`src/rtl/ble_access_address_sync_if.sv`:
```
// Bit-stream input, configuration and octet output bundle for the BLE access-address sync block.
interface ble_access_address_sync_if #(
  parameter int unsigned OCTET_CNT_WIDTH = 8
);
  logic                       start;
  logic [31:0]                access_address;
  logic [OCTET_CNT_WIDTH-1:0] num_octet_to_capture;
  logic                       phy_bit;
  logic                       bit_valid;
  logic                       busy;
  logic                       hit_flag;
  logic [7:0]                 octet;
  logic                       octet_valid;
  logic                       capture_done;

  modport master (
    output start, access_address, num_octet_to_capture, phy_bit, bit_valid,
    input  busy, hit_flag, octet, octet_valid, capture_done
  );

  modport slave (
    input  start, access_address, num_octet_to_capture, phy_bit, bit_valid,
    output busy, hit_flag, octet, octet_valid, capture_done
  );
endinterface

```
`src/rtl/ble_access_address_sync.sv`:
```
// Searches the demodulated bit stream for a BLE access address (with Hamming tolerance)
// and then captures a programmed number of LSB-first octets for dewhitening/CRC.
module ble_access_address_sync #(
  parameter int unsigned MAX_BIT_ERR     = 0,
  parameter int unsigned OCTET_CNT_WIDTH = 8
) (
  input logic                   clk,
  input logic                   rst,
  ble_access_address_sync_if.slave bus
);

  localparam int unsigned AA_W     = 32;
  localparam int unsigned FILL_W   = 6;
  localparam int unsigned BYTE_W   = 8;
  localparam int unsigned BITCNT_W = 3;
  localparam int unsigned CNT_W    = OCTET_CNT_WIDTH;

  typedef enum logic [1:0] {
    ST_IDLE    = 2'd0,
    ST_SEARCH  = 2'd1,
    ST_CAPTURE = 2'd2
  } state_e;

  state_e              state_q, state_d;
  logic [AA_W-1:0]     aa_q, aa_d;
  logic [CNT_W-1:0]    num_q, num_d;
  logic [AA_W-1:0]     win_q, win_d;
  logic [FILL_W-1:0]   fill_q, fill_d;
  logic [BYTE_W-1:0]   obyte_q, obyte_d;
  logic [BITCNT_W-1:0] bit_cnt_q, bit_cnt_d;
  logic [CNT_W-1:0]    octet_cnt_q, octet_cnt_d;
  logic                busy_q, busy_d;
  logic                hit_q, hit_d;
  logic [BYTE_W-1:0]   octet_q, octet_d;
  logic                octet_valid_q, octet_valid_d;
  logic                capture_done_q, capture_done_d;

  logic [AA_W-1:0]     win_shift;
  logic [BYTE_W-1:0]   obyte_shift;
  logic                aa_match;
  logic                octet_last;

  function automatic int unsigned popcount32(input logic [AA_W-1:0] v);
    int unsigned n;
    n = 0;
    for (int unsigned i = 0; i < AA_W; i++) begin
      n = n + 32'(v[i]);
    end
    return n;
  endfunction

  // The match looks at the window including the bit arriving this cycle.
  assign win_shift   = {bus.phy_bit, win_q[AA_W-1:1]};
  assign obyte_shift = {bus.phy_bit, obyte_q[BYTE_W-1:1]};
  assign aa_match    = (fill_q >= FILL_W'(AA_W - 1)) &&
                       (popcount32(win_shift ^ aa_q) <= MAX_BIT_ERR);
  assign octet_last  = (octet_cnt_q + CNT_W'(1)) == num_q;

  always_ff @(posedge clk or posedge rst) begin
    if (rst) begin
      state_q        <= ST_IDLE;
      aa_q           <= '0;
      num_q          <= '0;
      win_q          <= '0;
      fill_q         <= '0;
      obyte_q        <= '0;
      bit_cnt_q      <= '0;
      octet_cnt_q    <= '0;
      busy_q         <= 1'b0;
      hit_q          <= 1'b0;
      octet_q        <= '0;
      octet_valid_q  <= 1'b0;
      capture_done_q <= 1'b0;
    end else begin
      state_q        <= state_d;
      aa_q           <= aa_d;
      num_q          <= num_d;
      win_q          <= win_d;
      fill_q         <= fill_d;
      obyte_q        <= obyte_d;
      bit_cnt_q      <= bit_cnt_d;
      octet_cnt_q    <= octet_cnt_d;
      busy_q         <= busy_d;
      hit_q          <= hit_d;
      octet_q        <= octet_d;
      octet_valid_q  <= octet_valid_d;
      capture_done_q <= capture_done_d;
    end
  end

  always_comb begin
    state_d        = state_q;
    aa_d           = aa_q;
    num_d          = num_q;
    win_d          = win_q;
    fill_d         = fill_q;
    obyte_d        = obyte_q;
    bit_cnt_d      = bit_cnt_q;
    octet_cnt_d    = octet_cnt_q;
    octet_d        = octet_q;
    hit_d          = 1'b0;
    octet_valid_d  = 1'b0;
    capture_done_d = 1'b0;

    // start wins in every state; a bit_valid in the same cycle is dropped.
    if (bus.start) begin
      aa_d        = bus.access_address;
      num_d       = bus.num_octet_to_capture;
      win_d       = '0;
      fill_d      = '0;
      obyte_d     = '0;
      bit_cnt_d   = '0;
      octet_cnt_d = '0;
      state_d     = ST_SEARCH;
    end else begin
      case (state_q)
        ST_IDLE: begin
        end
        ST_SEARCH: begin
          if (bus.bit_valid) begin
            win_d = win_shift;
            if (fill_q != FILL_W'(AA_W)) begin
              fill_d = fill_q + FILL_W'(1);
            end
            if (aa_match) begin
              hit_d = 1'b1;
              if (num_q == '0) begin
                capture_done_d = 1'b1;
                state_d        = ST_IDLE;
              end else begin
                obyte_d     = '0;
                bit_cnt_d   = '0;
                octet_cnt_d = '0;
                state_d     = ST_CAPTURE;
              end
            end
          end
        end
        ST_CAPTURE: begin
          if (bus.bit_valid) begin
            obyte_d   = obyte_shift;
            bit_cnt_d = bit_cnt_q + BITCNT_W'(1);
            if (bit_cnt_q == BITCNT_W'(BYTE_W - 1)) begin
              octet_d       = obyte_shift;
              octet_valid_d = 1'b1;
              octet_cnt_d   = octet_cnt_q + CNT_W'(1);
              bit_cnt_d     = '0;
              if (octet_last) begin
                capture_done_d = 1'b1;
                state_d        = ST_IDLE;
              end
            end
          end
        end
        default: begin
          state_d = ST_IDLE;
        end
      endcase
    end

    busy_d = (state_d != ST_IDLE);
  end

  assign bus.busy         = busy_q;
  assign bus.hit_flag     = hit_q;
  assign bus.octet        = octet_q;
  assign bus.octet_valid  = octet_valid_q;
  assign bus.capture_done = capture_done_q;

endmodule

```
`src/flat_wrapper.sv`:
```
// flat-port wrapper written by rule: the top's interface ports become plain ports
module ble_access_address_sync_flat 
#(
  parameter int unsigned MAX_BIT_ERR     = 0,
  parameter int unsigned OCTET_CNT_WIDTH = 8
)
  (clk, rst, bus_start, bus_access_address, bus_num_octet_to_capture, bus_phy_bit, bus_bit_valid, bus_busy, bus_hit_flag, bus_octet, bus_octet_valid, bus_capture_done);
  ble_access_address_sync_if #(.OCTET_CNT_WIDTH(OCTET_CNT_WIDTH)) bus_i ();
  input logic clk;
  input logic rst;
  input wire logic [$bits(bus_i.start)-1:0] bus_start;
  input wire logic [$bits(bus_i.access_address)-1:0] bus_access_address;
  input wire logic [$bits(bus_i.num_octet_to_capture)-1:0] bus_num_octet_to_capture;
  input wire logic [$bits(bus_i.phy_bit)-1:0] bus_phy_bit;
  input wire logic [$bits(bus_i.bit_valid)-1:0] bus_bit_valid;
  output wire logic [$bits(bus_i.busy)-1:0] bus_busy;
  output wire logic [$bits(bus_i.hit_flag)-1:0] bus_hit_flag;
  output wire logic [$bits(bus_i.octet)-1:0] bus_octet;
  output wire logic [$bits(bus_i.octet_valid)-1:0] bus_octet_valid;
  output wire logic [$bits(bus_i.capture_done)-1:0] bus_capture_done;
  assign bus_i.start = bus_start;
  assign bus_i.access_address = bus_access_address;
  assign bus_i.num_octet_to_capture = bus_num_octet_to_capture;
  assign bus_i.phy_bit = bus_phy_bit;
  assign bus_i.bit_valid = bus_bit_valid;
  assign bus_busy = bus_i.busy;
  assign bus_hit_flag = bus_i.hit_flag;
  assign bus_octet = bus_i.octet;
  assign bus_octet_valid = bus_i.octet_valid;
  assign bus_capture_done = bus_i.capture_done;
  ble_access_address_sync #(.MAX_BIT_ERR(MAX_BIT_ERR), .OCTET_CNT_WIDTH(OCTET_CNT_WIDTH)) u_core (.clk(clk), .rst(rst), .bus(bus_i));
endmodule
```
`config.mk`:
```
export PLATFORM = sky130hd
export DESIGN_NAME = ble_access_address_sync_flat
export DESIGN_NICKNAME = d
export VERILOG_FILES = /design/src/rtl/ble_access_address_sync_if.sv /design/src/rtl/ble_access_address_sync.sv /design/src/flat_wrapper.sv
export SDC_FILE = /design/constraint.sdc
export NUM_CORES = 1
export LEC_CHECK = 0
export CORE_ASPECT_RATIO = 1.5
export CORE_MARGIN = 10
export CORE_UTILIZATION = 58
export DETAILED_ROUTE_END_ITERATION = 10
export HOLD_SLACK_MARGIN = 0.08
export PLACE_DENSITY = 0.86
export SETUP_SLACK_MARGIN = 0.4
export SLEW_MARGIN = 20
export SYNTH_ARGS = -nofsm -noshare
export SYNTH_HDL_FRONTEND = slang
export SYNTH_SLANG_ARGS = --single-unit
```
`constraint.sdc`:
```
create_clock -name clk -period 6.6 [get_ports clk]
set_clock_uncertainty 0.15 [all_clocks]
set_input_delay 1.65 -clock clk [delete_from_list [all_inputs] [get_ports clk]]
set_output_delay 1.65 -clock clk [all_outputs]
set_load 0.005 [all_outputs]
```
Word-level counts from Yosys, hierarchy flattened
Cells that the tools add are included.
W data, S select, Z words.
- flip-flop bits (word level): 111
- input bits: 45
- output and inout bits: 12
- $add $sub $neg: 34
- $lt $le $gt $ge: 2
- equal/unequal tests: 10
- multiplexer cells: 48
- bitwise gates (word level): 2
- reductions and logical operators: 13
- operator list (kind ; count):
    $add A32 B1 Y32 ; 30
    $mux W32 ; 3
    $mux W8 ; 8
    $le A32 B1 Y1 const B ; 1
    $pmux W8 S2 ; 2
    $xor A32 B32 Y32 ; 1
    $mux W6 ; 4
    $mux W3 ; 6
    $mux W1 ; 15
    $mux W2 ; 7
    $ne A3 B3 Y1 const B ; 3
    $add A8 B1 Y8 const B ; 1
    $eq A8 B8 Y1 ; 1
    $logic_not A8 Y1 ; 1
    $reduce_bool A2 Y1 ; 4
    $add A6 B1 Y6 const B ; 1
    $ge A6 B5 Y1 const B ; 1
    $ne A3 B2 Y1 const B ; 2
    $ne A6 B6 Y1 const B ; 1
    $pmux W2 S3 ; 1
    $pmux W3 S2 ; 1
    $reduce_and A6 Y1 ; 1
    $reduce_and A5 Y1 ; 1
    $reduce_and A4 Y1 ; 1
    12 further kinds ; 12

Longest topological paths before layout
- depth after elaboration: 39
- mapped depth: 20
- depth with buffers taken out: 19

Worst setup path before layout
OpenSTA, ideal clock, no wires.
- path type: input port to flip-flop
- start point: input port bus_phy_bit
- end point: register u_core.octet_cnt_q[0]
- library setup time: 125 ps
- arrival time: 6049 ps
- data required time: 6325 ps
- slack: 277 ps
- stages on the path: 13
- path through: xnor2_1 -> fa_1 -> fa_1 -> fa_1 -> fa_1 -> fa_1 -> fa_1 -> and4bb_2 -> nand4_4 -> o21ai_4 -> o211a_4 -> a21oi_2 -> mux2_2
- word-level cells in the longest chain between the ends: 6
- ends and longest elaborated chain (element ; line ; text):
    start, declared ; flat_wrapper.sv:14 ; input wire logic [$bits(bus_i.phy_bit)-1:0] bus_phy_bit;
    $xor A32 B32 Y32 ; ble_access_address_sync.sv:56 ; (popcount32(win_shift ^ aa_q) <= MAX_BIT_ERR);
    $add A32 B1 Y32 ; ble_access_address_sync.sv:47 ; n = n + 32'(v[i]);
    $le A32 B1 Y1 ; ble_access_address_sync.sv:56 ;
    $logic_and A1 B1 Y1 ; ble_access_address_sync.sv:55 ; assign aa_match = (fill_q >= FILL_W'(AA_W - 1)) &&
    $ne A3 B2 Y1 (no source line) ; n/a ;
    $reduce_and A6 Y1 (no source line) ; n/a ;
    end signal, assigned ; ble_access_address_sync.sv:82 ; octet_cnt_q <= octet_cnt_d;
    end, declared ; ble_access_address_sync.sv:31 ; logic [CNT_W-1:0] octet_cnt_q, octet_cnt_d;
Every way passes these cells.
A chain may end at the register's enable or synchronous reset.

Final worst setup path
- start point: input port bus_phy_bit
- end point: register u_core.octet_cnt_q[5]
Same word-level chain as after synthesis.

==> flow_summary_export.csv <==
group,metric,value,unit
global_routing,grt_overflow,0,
floorplanning,start_util,58.7,%
route,viasPerCell,5.86,
critical_path,start_kind,"primary input",
synthesis,yosysTopAreaCellShare,46.4,%
min_path,min_from,"u_core.bus.octet[6]",
critical_path,critPathArrivalTime,6270,ps
timing,finalSetupViolCount,0,
power_and_ir_drop,leakage,2.95,nW
floorplanning,dieWidth,102,microns
placed_design,post-dp-hpwl,9300,microns
min_path,hold_class,"register to register",
synthesis,postSynthCellCount,543,
placed_design,gp_congestion,0.882,
global_routing,antenna_found_initial,0,
critical_path,cp-end-kind,"register",
cells_and_area,fin_cells,714,
critical_path,cp_cell_sequence,"buf_8 -> xnor2_4 -> fa_1 -> fa_1 -> fa_1 -> fa_1 -> fa_2 -> fa_1 -> and4bb_2 -> nand4_4 -> o21ai_4 -> nand3_2 -> or3_4 -> a21oi_2",
critical_path,critPathSlowestCell,"fa_1",
critical_path,r2r_start,"u_core.aa_q[0]",
synthesis,synth_cell_types,59,
route,antenna_left,0,
route,dr_total_vias,4185,
cells_and_area,fin_area,6960,sq um
cells_and_area,drive_gt1_share,16.6,%
floorplanning,dieHeight,143,microns
synthesis,synth_common_cells,"dfrtp_1 (109), nand2_1 (105), a21oi_1 (42)",
timing,rsz0062_at_grt,"true",
global_routing,grt_pass1_wl,22000,microns
floorplanning,ios,57,
synthesis,synth_area_leader_cell,"dfrtp_1",
synthesis,yosysWarnings,0,
timing,slew_headroom,35.3,%
clock_tree,clk_path_buf_depth,2,
placed_design,dp.cells,697,
critical_path,critPathKind,"primary input to register",
route,totalWireLength,13000,microns
clock_tree,clock_sinks,109,
timing,finalMaxSlewViolations,0,
critical_path,cp_slowest_stage_delay,580,ps
clock_tree,cts_max_level,3,
route,dr.pass1.iters,7,
critical_path,ff2ff_setup_slack,600,ps
clock_tree,clkLatencyLatePin,360,ps
timing,fin_ws,457,ps
synthesis,yosys-top-cells-area,"dfrtp_1 (46%), mux2_2 (7.8%), fa_1 (7.8%), nand2_1 (6.7%), xnor2_1 (5.4%)",
synthesis,syn_avg_cell_area,10.8,sq um
cells_and_area,diodes,0,
timing,fmax,163,MHz
critical_path,critPathMaxFanout,4,
placed_design,pre_cts_slack,-280,ps
floorplanning,core_area,10000,sq um
critical_path,critPathLaunch,"bus_phy_bit",
clock_tree,root_buffer,"clkbuf_16",
floorplanning,rows,45,
synthesis,syn_nets,628,
synthesis,syn_area,5880,sq um
synthesis,seq_area_frac_synth,46.4,%
synthesis,synth_edf_count,0,
critical_path,critPathRequiredTime,6730,ps
placed_design,dpl_cell_area,6540,sq um
route,wl_per_cell,18.3,microns
synthesis,synth-seq-cells,109,
global_routing,grt_util_all_layers,19.1,%
cells_and_area,area_delta_synth_final,18.2,%
timing,min_period_over_period,93.1,%
cells_and_area,final_nets,677,
run_status,run_status,"complete, no violations",
critical_path,cpMostUsedCell,"fa_1",
clock_tree,cts_tree,"done",
global_routing,first_global_vias,4640,
timing,worst_pin_slew,970,ps
global_routing,grt_start_max_net_pins,84,
critical_path,crit_family,"adder cells",
run,max_cap_viol_count,0,
synthesis,ys.flop_type,"dfrtp_1",
power_and_ir_drop,power.density,316,nW/um^2
synthesis,synthArstFlopShare,100,%
route,drc,0,
clock_tree,path_clk_slew,70,ps
critical_path,worst-path-buf-inv,1,
floorplanning,dieArea,14700,sq um
placed_design,port_buffers,56,
timing,finalHoldViolCount,0,
route,dr.first_iter.drc_count,216,
synthesis,synthMostInstantiatedCell,"dfrtp_1",
power_and_ir_drop,ir_drop,0.165,mV
clock_tree,cts_buffers,9,
timing,finalCriticalPeriod,6140,ps
==> worst register-to-register path, delay by kind of cell, from the launching register on <==
| family | cells | cell delay (ps) |
|---|---|---|
| xor+xnor | 1 | 170 |
| flops | 1 | 390 |
| simple gates | 4 | 900 |
| compound gates | 2 | 390 |
| buf+inv | 1 | 50 |
| fa+ha+maj | 8 | 3880 |
==> sequential cells by signal, indices dropped and copies added (netlist names) <==
register / cells
u_core.aa_q: 32
u_core.win_q: 31
u_core.bus.octet: 8
u_core.num_q: 8
u_core.octet_cnt_q: 8
u_core.obyte_q: 7
u_core.fill_q: 6
u_core.bit_cnt_q: 3
u_core.state_q: 2
u_core.bus.busy: 1
u_core.bus.capture_done: 1
u_core.bus.hit_flag: 1
u_core.bus.octet_valid: 1
==> cells in the final DEF, fill, tap and decap left out, types with 2 or more instances in the layout <==
master           Yosys  final
nor3_1               5      5
clkbuf_16            0      9
or3_1                3      2
nand3_2              1      2
buf_4                3      9
a21oi_2              1      7
nand2_1            105    104
nand3_1             17     16
o21ai_0              5      5
nor4_1               4      3
clkdlybuf4s50_1      0     54
nor2_1              14     14
xor2_1               8      8
bufinv_16            0      3
or4_1                2      2
clkinv_2             0      2
a22o_1               3      3
mux2_2              41     40
nor3b_1              4      4
o211ai_2             2      2
and2_1               2      2
fa_1                23     22
a21oi_1             42     36
dfrtp_1            109    109
inv_1               31     30
o31ai_1              4      4
nor2b_1              2      2
ha_1                17     17
nand4_1              4      4
xnor2_1             36     35
o2111ai_1            2      2
==> per-stage QoR <==
| stage | TNS, ps | power [mW] | util, % | hold slack (ps) |
|---|---|---|---|---|
| floorplan | 0 | 1.35 | - | 289 |
| global route | 0 | 2.35 | 69.4 | 351 |
| global placement | -2050 | 1.49 | 65.2 | 310 |
| detailed placement | -4850 | 1.59 | 65.2 | 313 |
| CTS | 0 | 2.21 | 68.7 | 330 |
| finish | 0 | 2.20 | 69.4 | 324 |
==> layer usage <==
metal / vias up / global-route usage [%] / share of wire (%)
li1: 1909 / - / -
met1: 2120 / 19.5 / 35
met2: 116 / 35.6 / 57
met3: 40 / 3.99 / 4.4
met4: 0 / 8.87 / 3.2
met5: - / 0 / 0
==> power by group <==
part	internal, mW	total, mW	switching (mW)
clock network	0.371	0.613	0.242
registers	0.696	0.722	0.0261
logic	0.391	0.863	0.472
==> path summary, 6_finish.rpt <==
kind,endpoint,cells after the start
setup / recovery,u_core.octet_cnt_q[5],14
hold / removal,u_core.bus.octet[6],2
setup reg to reg,u_core.octet_cnt_q[5],16
hold reg to reg,u_core.bus.octet[6],2
max in group asynchronous,u_core.win_q[2],3
min in group asynchronous,u_core.bus.octet[4],2
==> kinds of logic after synthesis <==
family,after synthesis,synth area share (%)
mux,41,7.85
simple gates,174,14.0
buf+inv,59,4.27
flops,109,46.4
xor+xnor,45,6.93
compound gates,75,9.12
fa+ha+maj,40,11.4
==> cell type report <==
cell class | count | area, sq um
Tap cell | 117 | 146
Multi-Input combinational cell | 375 | 2970
Clock buffer | 10 | 229
Clock inverter | 6 | 109
Timing Repair Buffer | 66 | 654
Fill cell | 727 | 3070
Inverter | 31 | 119
Sequential cell | 109 | 2730
==> timing repair <==
item / 4_1_cts / 5_1_grt
pin swaps: 4 / 22
gates resized for setup: 4 / 17
buffers inserted: 0 / 1
hold buffers: 0 / 0
setup endpoints to repair: 22 / 21
No activity file was read; power rests on OpenSTA's default activity.
